==> src/rtl/tc_pl_spi_byte_tx_pkg.sv <==
// Shared constants and state encoding for the SPI byte transmitter and the
// control-set blocks that feed it.
package tc_pl_spi_byte_tx_pkg;

  localparam int SPI_BITS_DFLT = 8;
  localparam int CLK_DIV_DFLT  = 4;
  localparam int CS_SETUP_DFLT = 2;
  localparam int CS_HOLD_DFLT  = 2;
  localparam int CS_GAP_DFLT   = 4;

  typedef enum logic [2:0] {
    ST_IDLE,
    ST_LEAD,
    ST_SHIFT,
    ST_TRAIL,
    ST_GAP
  } spi_state_t;

  function automatic int max3(input int a, input int b, input int c);
    int m;
    m = (a > b) ? a : b;
    return (m > c) ? m : c;
  endfunction

endpackage

==> src/rtl/tc_pl_spi_byte_tx_clk_div.sv <==
// SCLK half-period divider: strobes on the last clk cycle of the low phase
// (rise_stb) and of the high phase (fall_stb); parked in the low phase when idle.
module tc_pl_spi_clk_div #(
  parameter int CLK_DIV = 4
) (
  input  logic clk,
  input  logic rst,
  input  logic en,
  output logic rise_stb,
  output logic fall_stb
);

  localparam int CW = (CLK_DIV > 1) ? $clog2(CLK_DIV) : 1;

  logic [CW-1:0] cnt;
  logic          high;
  logic          last;

  assign last     = (cnt == CW'(CLK_DIV - 1));
  assign rise_stb = en && last && !high;
  assign fall_stb = en && last && high;

  always_ff @(posedge clk) begin
    if (!rst || !en) begin
      cnt  <= '0;
      high <= 1'b0;
    end else if (last) begin
      cnt  <= '0;
      high <= ~high;
    end else begin
      cnt <= cnt + CW'(1);
    end
  end

endmodule

==> src/rtl/tc_pl_spi_byte_tx.sv <==
// Mode-0 SPI master byte transmitter; bytes offered back-to-back at byte
// boundaries share one chip-select frame.
module tc_pl_spi_byte_tx
  import tc_pl_spi_byte_tx_pkg::*;
#(
  parameter int SPI0_0   = SPI_BITS_DFLT,
  parameter int CLK_DIV  = CLK_DIV_DFLT,
  parameter int CS_SETUP = CS_SETUP_DFLT,
  parameter int CS_HOLD  = CS_HOLD_DFLT,
  parameter int CS_GAP   = CS_GAP_DFLT
) (
  input  logic              clk,
  input  logic              rst,
  input  logic              stx_valid,
  input  logic [SPI0_0-1:0] stx_data,
  output logic              stx_dreq,
  output logic              stx_idle,
  output logic              spi_sclk,
  output logic              spi_mosi,
  output logic              spi_cs_n
);

  localparam int BW = (SPI0_0 > 1) ? $clog2(SPI0_0) : 1;
  localparam int TW = $clog2(max3(CS_SETUP, CS_HOLD, CS_GAP) + 1);

  spi_state_t        state, state_nx;
  logic [SPI0_0-1:0] shift_sr, sr_nx;
  logic [BW-1:0]     bit_cnt, bit_nx;
  logic [TW-1:0]     tmr, tmr_nx;
  logic              cs_nx, sclk_nx, dreq_nx, idle_nx;
  logic              rise_stb, fall_stb;
  logic              shift_en;

  assign shift_en = (state == ST_SHIFT);

  tc_pl_spi_clk_div #(
    .CLK_DIV (CLK_DIV)
  ) u_clk_div (
    .clk      (clk),
    .rst      (rst),
    .en       (shift_en),
    .rise_stb (rise_stb),
    .fall_stb (fall_stb)
  );

  // MOSI is the MSB of the shift register, so it only moves when the register
  // is loaded or shifted, both of which happen as SCLK goes low.
  assign spi_mosi = shift_sr[SPI0_0-1];

  always_comb begin
    state_nx = state;
    sr_nx    = shift_sr;
    bit_nx   = bit_cnt;
    tmr_nx   = tmr;
    cs_nx    = spi_cs_n;
    sclk_nx  = spi_sclk;
    dreq_nx  = 1'b0;
    idle_nx  = stx_idle;

    case (state)
      ST_IDLE: begin
        if (stx_valid) begin
          sr_nx    = stx_data;
          bit_nx   = '0;
          tmr_nx   = '0;
          cs_nx    = 1'b0;
          dreq_nx  = 1'b1;
          idle_nx  = 1'b0;
          state_nx = ST_LEAD;
        end
      end

      ST_LEAD: begin
        if (tmr == TW'(CS_SETUP - 1)) begin
          tmr_nx   = '0;
          state_nx = ST_SHIFT;
        end else begin
          tmr_nx = tmr + TW'(1);
        end
      end

      ST_SHIFT: begin
        if (rise_stb) begin
          sclk_nx = 1'b1;
        end
        // End of a high phase: either next bit, next byte, or leave the frame.
        if (fall_stb) begin
          sclk_nx = 1'b0;
          if (bit_cnt == BW'(SPI0_0 - 1)) begin
            if (stx_valid) begin
              sr_nx   = stx_data;
              bit_nx  = '0;
              dreq_nx = 1'b1;
            end else begin
              tmr_nx   = '0;
              state_nx = ST_TRAIL;
            end
          end else begin
            sr_nx  = {shift_sr[SPI0_0-2:0], 1'b0};
            bit_nx = bit_cnt + BW'(1);
          end
        end
      end

      ST_TRAIL: begin
        if (tmr == TW'(CS_HOLD - 1)) begin
          tmr_nx   = '0;
          cs_nx    = 1'b1;
          state_nx = ST_GAP;
        end else begin
          tmr_nx = tmr + TW'(1);
        end
      end

      ST_GAP: begin
        if (tmr == TW'(CS_GAP - 1)) begin
          tmr_nx   = '0;
          idle_nx  = 1'b1;
          state_nx = ST_IDLE;
        end else begin
          tmr_nx = tmr + TW'(1);
        end
      end

      default: begin
        state_nx = ST_IDLE;
      end
    endcase
  end

  always_ff @(posedge clk) begin
    if (!rst) begin
      state    <= ST_IDLE;
      shift_sr <= '0;
      bit_cnt  <= '0;
      tmr      <= '0;
      spi_cs_n <= 1'b1;
      spi_sclk <= 1'b0;
      stx_dreq <= 1'b0;
      stx_idle <= 1'b1;
    end else begin
      state    <= state_nx;
      shift_sr <= sr_nx;
      bit_cnt  <= bit_nx;
      tmr      <= tmr_nx;
      spi_cs_n <= cs_nx;
      spi_sclk <= sclk_nx;
      stx_dreq <= dreq_nx;
      stx_idle <= idle_nx;
    end
  end

endmodule

==> config.mk <==
export PLATFORM = sky130hd
export DESIGN_NAME = tc_pl_spi_byte_tx
export DESIGN_NICKNAME = d
export VERILOG_FILES = /design/src/rtl/tc_pl_spi_byte_tx_pkg.sv /design/src/rtl/tc_pl_spi_byte_tx_clk_div.sv /design/src/rtl/tc_pl_spi_byte_tx.sv
export SDC_FILE = /design/constraint.sdc
export NUM_CORES = 1
export LEC_CHECK = 0
export CORE_ASPECT_RATIO = 0.6
export CORE_MARGIN = 2
export CORE_UTILIZATION = 55
export CTS_CLUSTER_DIAMETER = 40
export DETAILED_ROUTE_END_ITERATION = 10
export PLACE_DENSITY_LB_ADDON = 0.05
export SLEW_MARGIN = 15
export SYNTH_ARGS = -nofsm -noshare
export SYNTH_HDL_FRONTEND = slang
export SYNTH_HIERARCHICAL = 1
export SYNTH_SLANG_ARGS = --single-unit
==> constraint.sdc <==
create_clock -name clk -period 5.6 [get_ports clk]
set_clock_uncertainty 0.05 [all_clocks]
set_input_delay 1.12 -clock clk [delete_from_list [all_inputs] [get_ports clk]]
set_output_delay 1.12 -clock clk [all_outputs]
set_load 0.02 [all_outputs]
==> flow_summary.ini <==
[worst_setup_path]
endpoint_kind = flop
crit_path_top_delay_cell = a2111oi_4
critical_path.max_stage_delay_ns = 0.68
crit-reg2reg-capture = bit_cnt[0]
path_class = input port to flop
critPathLaunch = stx_valid
crit_path_end = bit_cnt[0]
cp_data_arrival_time_ns = 2.87
critPathLaunchType = input port
cp_max_fo = 11
r2r_slack_ns = 3.04
worstPathCellList = clkdlybuf4s50_1 -> inv_1 -> a2111oi_4 -> mux2_2 -> nor2_1
critPathRequiredTime_ns = 5.77
r2r_start = state[2]
rr_worst_depth = 7

[route]
routed_wl_um = 2420
drt_iter0_markers = 60
top_layer_used = met4
num_vias = 963
wl_per_cell_um = 14.1
met3WireLength_um = 96
vias_per_cell = 5.60
drtPass1Iterations = 5
drc = 0
met2_length_um = 1050
detail-route-antenna-nets = 0
wl_met1_um = 1250

[finish]
final_nets = 161
area_growth_syn_to_layout_pct = 14.9
antenna_cells = 0
final_cells = 172
fin_util_pct = 65.3
drive_gt1_share_pct = 7.75

[clock_tree]
cts_tree = done
clk_path_buf_depth = 2
cts_setup_buffers = 0
clk_latency_ns = 0.31
clk_pin_slew_ns = 0.13
root_buffer = clkbuf_4
clock_sink_count = 24
cts-buffers-inserted = 3
cts_hold_buf = 0
h-tree-depth = 1
cts_resized = 0

[timing]
period_share_pct = 48.3
finalHoldViolCount = 0
max_slew_margin_pct = 54.3
slew_violations = 0
setup_viol = 0
fmax_mhz = 369
min_period_ns = 2.71
finalSetupTns_ns = 0
tightest_slew_ns = 0.685
rsz0062_at_grt = no
worst_slack_ns = 2.89

[power]
pwr-share-comb_pct = 16.6
p_sw_share_pct = 26.4
p_int_uw = 248
p_seq_share_pct = 56.5
peakVddDrop_mv = 0.198
power_density_mw_per_mm2 = 244
power.leakage_nw = 0.516
clkPwrFrac_pct = 26.9
p_sw_uw = 89.1

[synthesis]
yosysUniqueCellTypes = 38
synth_most_common_cell = dfxtp_1
syn_inst = 129
synth_nets = 147
avgSynthCellArea_um2 = 9.31
synth_top_cells_by_area = dfxtp_1 40%, ha_1 7.3%, o21ai_1 6.3%
postSynth.asyncResetShare_pct = 0
synth_seq_cells = 24
synth_edf_count = 0
synth_top_cell_by_area = dfxtp_1
synth_top_area_share_pct = 40.0
synthTopCellsByCount = 24 x dfxtp_1, 15 x o21ai_1, 13 x a21oi_1, 8 x or3_1
synth-seq-area-share_pct = 40.0
netlist_area_mm2 = 0.00120
synth.yosys.warnings = 6
synth_flop_cell = dfxtp_1

[status]
outcome = finished clean

[placed_design]
hpwl_um = 1720
place_ws_ns = 2.59
routabilityCongestion = 0.712
port_buffers = 15
dpl.cell_count = 168

[floorplanning]
start_util_pct = 56.8
dieWidth_um = 64.3
rows = 13
io_pins = 16
core_mm2 = 0.00211
die_area_mm2 = 0.00259
die_y_um = 40.2

[worst_hold_path]
hold_class = flop to flop

[global_routing]
track_usage_pct = 21.2
grt_pass1_vias = 882
grt_overflow = 0
grt_pass1_wl_um = 3990
antenna_found_initial = 0
grt_max_degree = 15

[run]
max_cap_violations = 0
## kinds of logic after synthesis
kind of cell	Yosys count	share of synthesized area, %
flip-flops	24	40.0
AO/OA/AOI/OAI	39	20.3
AND/OR/NAND/NOR	43	23.5
multiplexers	2	1.77
XOR/XNOR	2	1.46
buffers and inverters	12	5.62
adder cells (fa/ha/maj)	7	7.29
## power by group through the flow
stage	sequential [mW]	combinational, mW	clock [mW]
after floorplan	0.193	0.0377	0
after global placement	0.194	0.0540	0
after detailed placement	0.194	0.0551	0
after CTS	0.190	0.0555	0.0924
after global routing	0.192	0.0616	0.0979
final	0.190	0.0560	0.0907
## per-layer routing
layer	GRT usage (%)	vias to the layer above
li1	-	489
met1	26.8	447
met2	36.5	21
met3	7.30	6
met4	4.26	0
met5	0	-
## through the flow
step	hold WS [ns]	instance area [µm²]	power, mW
after floorplan	0.354	1200	0.231
after global placement	0.363	1340	0.248
after detailed placement	0.371	1340	0.249
after CTS	0.389	1380	0.338
after global routing	0.410	1380	0.351
final	0.387	1380	0.337
## flip-flops by register name (all words and copies together) (netlist names)
| register | count |
|---|---|
| bit_cnt | 3 |
| shift_sr | 8 |
| stx_idle | 1 |
| u_clk_div/high | 1 |
| spi_cs_n | 1 |
| stx_dreq | 1 |
| u_clk_div/cnt | 2 |
| spi_sclk | 1 |
| tmr | 3 |
| state | 3 |
## cell type report
type / instances / area, µm²
multi-input combinational: 93 / 653
tap: 30 / 37.5
inverter: 6 / 22.5
timing repair buffer: 15 / 150
fill: 166 / 734
clock buffer: 4 / 36.3
sequential: 24 / 480
## worst min-delay path by stage
| stage | start | endpoint | depth (start not counted) |
|---|---|---|---|
| 2_1_floorplan | u_clk_div/cnt[0] | u_clk_div/cnt[0] | 1 |
| 3_3_place_gp | u_clk_div/cnt[0] | u_clk_div/cnt[0] | 1 |
| 3_5_place_dp | u_clk_div/cnt[0] | u_clk_div/cnt[0] | 1 |
| 4_1_cts | u_clk_div/cnt[0] | u_clk_div/cnt[0] | 1 |
| 5_1_grt | u_clk_div/cnt[0] | u_clk_div/cnt[0] | 1 |
| 6_report | u_clk_div/cnt[0] | u_clk_div/cnt[0] | 1 |
## critical path, delay by kind of cell
family,cells,cell delay [ns]
mux,1,0.28
buf+inv,2,0.76
simple gates,1,0.04
compound gates,1,0.68
## layout by cell type (no fill, tap or decap), drive strengths merged
cell,instances
nand4b,1
mux2i,1
mux2,1
or3,8
clkbuf,4
a211o,1
a211oi,1
nand2,6
a21oi,13
and3,1
nor4b,3
a32oi,1
ha,7
dfxtp,24
o22ai,2
nand3,2
nor2,7
nand2b,5
nor3,4
o211a,1
inv,5
clkdlybuf4s50,15
o21a,1
o2111a,1
xor2,1
nor3b,2
o21ai,17
a2111oi,1
nor2b,3
xnor2,1
clkinv,1
nand4,1
No activity file was read; power rests on OpenSTA's default activity.
